===== config.mk =====
export PLATFORM = sky130hd
export DESIGN_NAME = modn_counter
export DESIGN_NICKNAME = d
export VERILOG_FILES = /design/src/rtl/modn_counter.sv
export SDC_FILE = /design/constraint.sdc
export NUM_CORES = 1
export LEC_CHECK = 0
export ABC_AREA = 1
export CORE_AREA = 2 2 39 41
export CTS_CLUSTER_DIAMETER = 100
export DETAILED_ROUTE_END_ITERATION = 10
export DIE_AREA = 0 0 41 43
export MAX_ROUTING_LAYER = met4
export PLACE_DENSITY = 0.53
export SYNTH_ARGS = -nofsm -noshare
export SYNTH_HDL_FRONTEND = slang
export SYNTH_SLANG_ARGS = --single-unit

===== constraint.sdc =====
create_clock -name i_clk -period 0.9 [get_ports i_clk]
set_input_delay 0.09 -clock i_clk [delete_from_list [all_inputs] [get_ports i_clk]]
set_output_delay 0.09 -clock i_clk [all_outputs]
set_load 0.02 [all_outputs]

===== src/rtl/modn_counter.sv =====
// Modulo-N up/down counter with clear, range-checked load, wrap/saturate mode
// and a combinational terminal count for cascading stages.
module modn_counter #(
    parameter int MODULUS  = 6,
    parameter int WIDTH    = 3,
    parameter int SATURATE = 0
) (
    input  logic             i_clk,
    input  logic             i_reset,
    input  logic             i_en,
    input  logic             i_clr,
    input  logic             i_load,
    input  logic [WIDTH-1:0] i_load_val,
    input  logic             i_up,
    output logic [WIDTH-1:0] o_q,
    output logic             o_tc,
    output logic             o_wrap,
    output logic             o_load_err
);

    generate
        if (MODULUS < 2 || (64'(MODULUS) > (64'd1 << WIDTH))) begin : g_bad_params
            $error("modn_counter: MODULUS must lie in 2..2**WIDTH");
        end
    endgenerate

    // Range compares use WIDTH+1 bits so MODULUS == 2**WIDTH is representable.
    localparam logic [WIDTH:0]   MOD_X = (WIDTH+1)'(MODULUS);
    localparam logic [WIDTH-1:0] MAXV  = WIDTH'(MODULUS - 1);

    logic [WIDTH-1:0] r_q;
    logic             r_wrap;
    logic             r_load_err;

    logic [WIDTH-1:0] w_q_nxt;
    logic             w_wrap_nxt;
    logic             w_err_nxt;
    logic             w_at_max;
    logic             w_at_min;
    logic             w_q_ill;
    logic             w_ld_ok;

    assign w_at_max = (r_q == MAXV);
    assign w_at_min = (r_q == '0);
    assign w_q_ill  = ({1'b0, r_q} >= MOD_X);
    assign w_ld_ok  = ({1'b0, i_load_val} < MOD_X);

    always_comb begin
        w_q_nxt    = r_q;
        w_wrap_nxt = 1'b0;
        w_err_nxt  = 1'b0;
        if (i_clr) begin
            w_q_nxt = '0;
        end else if (i_load) begin
            if (w_ld_ok) w_q_nxt   = i_load_val;
            else         w_err_nxt = 1'b1;
        end else if (i_en) begin
            // Boundary is tested before stepping, so +1/-1 never needs a carry bit.
            if (w_q_ill) begin
                w_q_nxt = '0;
            end else if (i_up) begin
                if (!w_at_max) begin
                    w_q_nxt = r_q + 1'b1;
                end else if (SATURATE == 0) begin
                    w_q_nxt    = '0;
                    w_wrap_nxt = 1'b1;
                end
            end else begin
                if (!w_at_min) begin
                    w_q_nxt = r_q - 1'b1;
                end else if (SATURATE == 0) begin
                    w_q_nxt    = MAXV;
                    w_wrap_nxt = 1'b1;
                end
            end
        end
    end

    always_ff @(posedge i_clk or posedge i_reset) begin
        if (i_reset) begin
            r_q        <= '0;
            r_wrap     <= 1'b0;
            r_load_err <= 1'b0;
        end else begin
            r_q        <= w_q_nxt;
            r_wrap     <= w_wrap_nxt;
            r_load_err <= w_err_nxt;
        end
    end

    assign o_q        = r_q;
    assign o_wrap     = r_wrap;
    assign o_load_err = r_load_err;
    assign o_tc       = i_en & ((i_up & w_at_max) | (~i_up & w_at_min));

endmodule


==> results of run 1 <==
-- flip-flops by register name, summed over array words and instances, names as in the netlist --
register    cells
o_q             3
o_load_err      1
o_wrap          1
-- worst min-delay path by stage --
stage                       to     from  cells past startpoint
global placement    o_load_err  i_reset                      2
finish                  o_q[0]  i_reset                      2
detailed placement      o_wrap  i_reset                      2
global route            o_q[0]  i_reset                      2
CTS                     o_q[0]  i_reset                      2
floorplan           o_load_err  i_reset                      1
-- critical path, delay by kind of cell (launching register included) --
kind | cells | cell delay (ps)
flops | 1 | 420
simple gates | 4 | 370
buf+inv | 2 | 160
-- logic make-up (layout without fill, tap and decap cells) --
| kind of cell | count (synthesis) | in the layout | synth area share |
|---|---|---|---|
| AOI/OAI and AO/OA | 7 | 7 | 0.116 |
| and+or+nand+nor | 34 | 34 | 0.408 |
| buffers and inverters | 9 | 44 | 0.101 |
| DFF | 5 | 5 | 0.375 |
-- power by group through the flow --
stage | registers [W] | logic [W] | clock network, W
detailed placement | 0.000266 | 0.000303 | 0
floorplan | 0.000291 | 0.000106 | 0
global route | 0.000265 | 0.000396 | 0.000282
global placement | 0.000266 | 0.000303 | 0
finish | 0.000263 | 0.000355 | 0.000246
CTS | 0.000264 | 0.000335 | 0.000260
-- cell type report --
type	count	area, sq um	area share
clock buffer	4	26.3	0.0385
inverter	9	33.8	0.0495
multi-input combinational	41	200	0.293
sequential	5	129	0.189
tap	16	20.0	0.0293
timing repair buffer	31	274	0.401
-- layer usage --
layer  global-route usage  up-vias  routed length [um]
met5                    -        -                   0
met4               0.0400        0                   0
met3               0.0471        0                  51
met2                0.203       11                 437
met1                0.157      195                 413
li1                     -      241                   -
-- metrics by stage --
step           setup WS, ps  hold WS, ps  instances
2_1_floorplan          -133         -132         55
6_report               -372         53.1        106
4_1_cts                -388         52.6        104
5_1_grt                -482         59.5        106
3_3_place_gp           -647          302         98
3_5_place_dp           -668          308         98
-- placed cells by master (no fill, tap or decap), types with 2 or more instances in the layout --
master and n:
buf_6 7, nor2_1 4, nand3_1 5, inv_2 2, nand2_1 21, o21ai_1 4, dfrtp_2 3, inv_1 7
clkbuf_4 3, dfrtp_1 2, buf_2 2, o21ai_2 2, buf_4 14, clkdlybuf4s50_1 8
-- what timing repair did --
| action | 4_1_cts | 5_1_grt |
|---|---|---|
| pin swaps | 1 | 1 |
| resized for setup | 38 | 4 |
| endpoints found under the setup margin | 10 | 8 |
| buffers inserted | 2 | 3 |
==> results.sh, run 1 <==
export IMPL_ys_seq_area_frac=0.375
export IMPL_ys_ff_latch=5
export IMPL_setup_tns_ps=-1990
export IMPL_p_int_w=0.000606
export IMPL_ir_drop_v=0.000878
export IMPL_dieHeight_um=43
export IMPL_crit_top_cell="nand2_1"
export IMPL_htree_levels=1
export IMPL_die_x_um=41
export IMPL_wl_per_cell_um=8.50
export IMPL_p_leak_nw=0.367
export IMPL_antenna_found_initial=0
export IMPL_syn_area_sq_um=334
export IMPL_yosysWarnings=0
export IMPL_p_total_w=0.000864
export IMPL_rsz0062_at_grt="true"
export IMPL_gp_congestion=0.723
export IMPL_die_area_sq_mm=0.00176
export IMPL_cp_slowest_cell="dfrtp_2"
export IMPL_cts_path_max_buffers=2
export IMPL_timing_rr_start="o_q[0]"
export IMPL_io_pins=15
export IMPL_start_kind="flop"
export IMPL_worstPathMaxFanout=3
export IMPL_drive_above_1_share=0.411
export IMPL_cts_buffers=3
export IMPL_synthTopCellsByCount="nand2_1 (22), inv_1 (9), nand3_1 (6), dfrtp_1 (5), nor2_1 (5)"
export IMPL_dpl_cell_area_sq_um=603
export IMPL_criticalPathCategory="flop to primary output"
export IMPL_grt_pass1_vias=425
export IMPL_max_stage_delay_ps=420
export IMPL_grt_max_degree=6
export IMPL_rows=14
export IMPL_path_cells="nor2_2, nand2_1, nand2_1, nand3_2, inv_2, buf_6"
export IMPL_cts_root_buf="clkbuf_4"
export IMPL_grt_pass1_wl_mm=1.56
export IMPL_clock_fmax_mhz=786
export IMPL_num_nets_final=100
export IMPL_worstPathRequired_ps=810
export IMPL_reg2reg_depth=7
export IMPL_syn_inst=55
export IMPL_slew_headroom=0.841
export IMPL_hold_violations=0
export IMPL_synth_area_leader_cell="dfrtp_1"
export IMPL_rrSetupSlack_ps=-320
export IMPL_cts_sinks=5
export IMPL_cts_clk_slew_worst_paths_ps=40
export IMPL_sw_frac_of_total=0.299
export IMPL_status="finished, violations left"
export IMPL_pwr_share_comb=0.410
export IMPL_area_delta_synth_final_pct=104
export IMPL_fin_skew_ps=0.817
export IMPL_power_density_mw_per_mm2=1260
export IMPL_endpoint_kind="primary output"
export IMPL_num_vias=447
export IMPL_ctsHoldBuffers=0
export IMPL_fillCellCount=144
export IMPL_drv_slew=0
export IMPL_postLayoutCoreUtil=0.494
export IMPL_synth_edf_count=0
export IMPL_synth_flop_cell="dfrtp_1"
export IMPL_cap_viol_max_count=0
export IMPL_ant_nets=0
export IMPL_diodes=0
export IMPL_start_util=0.241
export IMPL_io_buffers=14
export IMPL_viasPerCell=4.22
export IMPL_tightestPinTransition_ps=237
export IMPL_route_detailed_drc=0
export IMPL_p_seq_frac=0.304
export IMPL_fin_crit_sh=1.41
export IMPL_netlist_cell_type_count=10
export IMPL_crit_start="o_q[0]"
export IMPL_cts_tree="done"
export IMPL_synth_top_area_share=0.375
export IMPL_totalWireLength_um=901
export IMPL_track_usage=0.132
export IMPL_crit_path_end="o_tc"
export IMPL_drt_iter0_drc=13
export IMPL_design_area_sq_um=683
export IMPL_syn_nets=64
export IMPL_async_flop_share=1.00
export IMPL_p_switching_w=0.000258
export IMPL_insertion_delay_ps=230
export IMPL_r2r_end="o_wrap"
export IMPL_min_path_type="input pin to asynchronous set/reset pin"
export IMPL_pwr_share_clk=0.285
export IMPL_setup_viol=8
export IMPL_grt_overflow=0
export IMPL_dpl_hpwl_um=716
export IMPL_avgSynthCellArea_sq_um=6.07
export IMPL_violations="negative setup slack"
export IMPL_fin_ws_ps=-372
export IMPL_synth_most_common_cell="nand2_1"
export IMPL_cp_arrival_ps=1180
export IMPL_fin_crit_ps=1270
export IMPL_first_pass_iters=4
export IMPL_core_sq_mm=0.00138
export IMPL_synth_area_leaders="dfrtp_1 (37%), nand2_1 (25%), inv_1 (10%)"
Note: power is estimated with default switching activity, not from simulation.
==> run 2: changes to the inputs <==
--- a/config.mk
+++ b/config.mk
@@ -6,6 +6,7 @@
 export NUM_CORES = 1
 export LEC_CHECK = 0
 export ABC_AREA = 1
+export ABC_CLOCK_PERIOD_IN_PS = 900
 export CORE_AREA = 2 2 39 41
 export CTS_CLUSTER_DIAMETER = 100
 export DETAILED_ROUTE_END_ITERATION = 10
@@ -15,3 +16,4 @@
 export SYNTH_ARGS = -nofsm -noshare
 export SYNTH_HDL_FRONTEND = slang
 export SYNTH_SLANG_ARGS = --single-unit
+export TNS_END_PERCENT = 1
==> run 2 against run 1 <==
  * The flow still finishes with violations (negative setup slack)
  * Non-clock buffer count decreased by 3
  * Highest routed layer unchanged
  * Die area unchanged
  * Setup slack got worse by 17 ps
  * Cell count decreased by 2.8%
  * Flip-flop and latch count unchanged
  * Maximum frequency decreased by 1.3%
  * Total power increased by 1.7%
  * Combinational power about the same
==> results.sh, run 2 (same netlist as run 1, synthesis figures left out) <==
export IMPL_tightestPinTransition_ps=223
export IMPL_design_area_sq_um=651
export IMPL_cts_buffers=3
export IMPL_ctsHoldBuffers=0
export IMPL_violations="negative setup slack"
export IMPL_worstPathMaxFanout=4
export IMPL_drive_above_1_share=0.368
export IMPL_cp_arrival_ps=1200
export IMPL_power_density_mw_per_mm2=1350
export IMPL_totalWireLength_um=956
export IMPL_drv_slew=0
export IMPL_min_path_type="input pin to asynchronous set/reset pin"
export IMPL_num_nets_final=97
export IMPL_start_kind="flop"
export IMPL_rsz0062_at_grt="true"
export IMPL_status="finished, violations left"
export IMPL_clock_fmax_mhz=776
export IMPL_drt_iter0_drc=4
export IMPL_num_vias=455
export IMPL_die_area_sq_mm=0.00176
export IMPL_area_delta_synth_final_pct=94.8
export IMPL_setup_viol=8
export IMPL_diodes=0
export IMPL_p_leak_nw=0.351
export IMPL_cts_sinks=5
export IMPL_first_pass_iters=4
export IMPL_holdWs_ps=42.3
export IMPL_largest_register_ffs=3
export IMPL_criticalPathCategory="flop to primary output"
export IMPL_hold_violations=0
export IMPL_gp_congestion=0.714
export IMPL_dieHeight_um=43
export IMPL_fin_ws_ps=-389
export IMPL_postLayoutCoreUtil=0.470
export IMPL_cts_path_max_buffers=2
export IMPL_viasPerCell=4.42
export IMPL_cap_viol_max_count=0
export IMPL_worstPathRequired_ps=810
export IMPL_core_sq_mm=0.00138
export IMPL_grt_max_degree=6
export IMPL_ant_nets=0
export IMPL_antenna_found_initial=0
export IMPL_dpl_hpwl_um=720
export IMPL_cts_root_buf="clkbuf_4"
export IMPL_ir_drop_v=0.000800
export IMPL_r2r_end="o_q[2]"
export IMPL_io_pins=15
export IMPL_fin_crit_ps=1290
export IMPL_io_buffers=14
export IMPL_dpl_cell_area_sq_um=576
export IMPL_route_detailed_drc=0
export IMPL_mostFrequentLayoutCells="nand2_1 (22), buf_4 (13), inv_1 (8), clkdlybuf4s50_1 (8)"
export IMPL_endpoint_kind="primary output"
export IMPL_fin_skew_ps=2.00
export IMPL_rows=14
export IMPL_setup_tns_ps=-1750
export IMPL_grt_pass1_vias=410
export IMPL_timing_rr_start="o_q[0]"
export IMPL_cts_clk_slew_worst_paths_ps=40
export IMPL_cts_tree="done"
export IMPL_start_util=0.241
export IMPL_fin_crit_sh=1.43
export IMPL_grt_overflow=0
export IMPL_layout_commonest_cell="nand2_1"
export IMPL_reg2reg_depth=9
export IMPL_htree_levels=1
export IMPL_slew_headroom=0.851
export IMPL_grt_pass1_wl_mm=1.60
export IMPL_rrSetupSlack_ps=-320
export IMPL_wl_per_cell_um=9.28
export IMPL_insertion_delay_ps=240
export IMPL_track_usage=0.141
export IMPL_p_total_w=0.000878
export IMPL_die_x_um=41
## run 2: what timing repair did
action	in CTS	in global routing
setup endpoints to repair	10	8
gates cloned	0	0
pin swaps	3	3
setup buffers	4	1
resized for setup	37	3
## run 2: worst max path at each step
stage,from,endpoint,slack [ps],cells past startpoint
2_1_floorplan,o_q[0],o_wrap,-140,5
5_1_grt,o_q[0],o_tc,-480,6
4_1_cts,o_q[1],o_tc,-390,6
3_5_place_dp,i_up,o_tc,-660,6
6_report,o_q[0],o_tc,-390,6
3_3_place_gp,i_up,o_tc,-650,6
## run 2: power breakdown
group | internal, W | total, W | leakage (nW) | switching, W
sequential | 0.000245 | 0.000263 | 0.0625 | 0.0000184
clock | 0.000167 | 0.000257 | 0.0150 | 0.0000898
combinational | 0.000195 | 0.000358 | 0.273 | 0.000163
## run 2: per-stage QoR
stage / setup WS (ps) / std cells
3_3_place_gp: -652 / 95
2_1_floorplan: -137 / 55
5_1_grt: -483 / 103
3_5_place_dp: -664 / 95
6_report: -389 / 103
4_1_cts: -392 / 102
## run 2: cell type report
class | instances | area, sq um
clock buffer | 4 | 26.3
fill | 144 | 733
inverter | 9 | 33.8
multi-input combinational | 41 | 198
sequential | 5 | 129
tap | 16 | 20.0
timing repair buffer | 28 | 244
## run 2: routing by layer
layer	part of all wire	up-vias	GRT usage
met5	0	-	-
li1	-	236	-
met4	0	0	0.0400
met1	0.46	208	0.171
met2	0.48	11	0.197
met3	0.056	0	0.0785
## run 2: critical path: stages (launching register included)
cell     delay [ps]
dfrtp_2         430
nor2_2          130
nand2_1          80
nand2_1          80
nand3_2          90
inv_2            60
buf_6           100
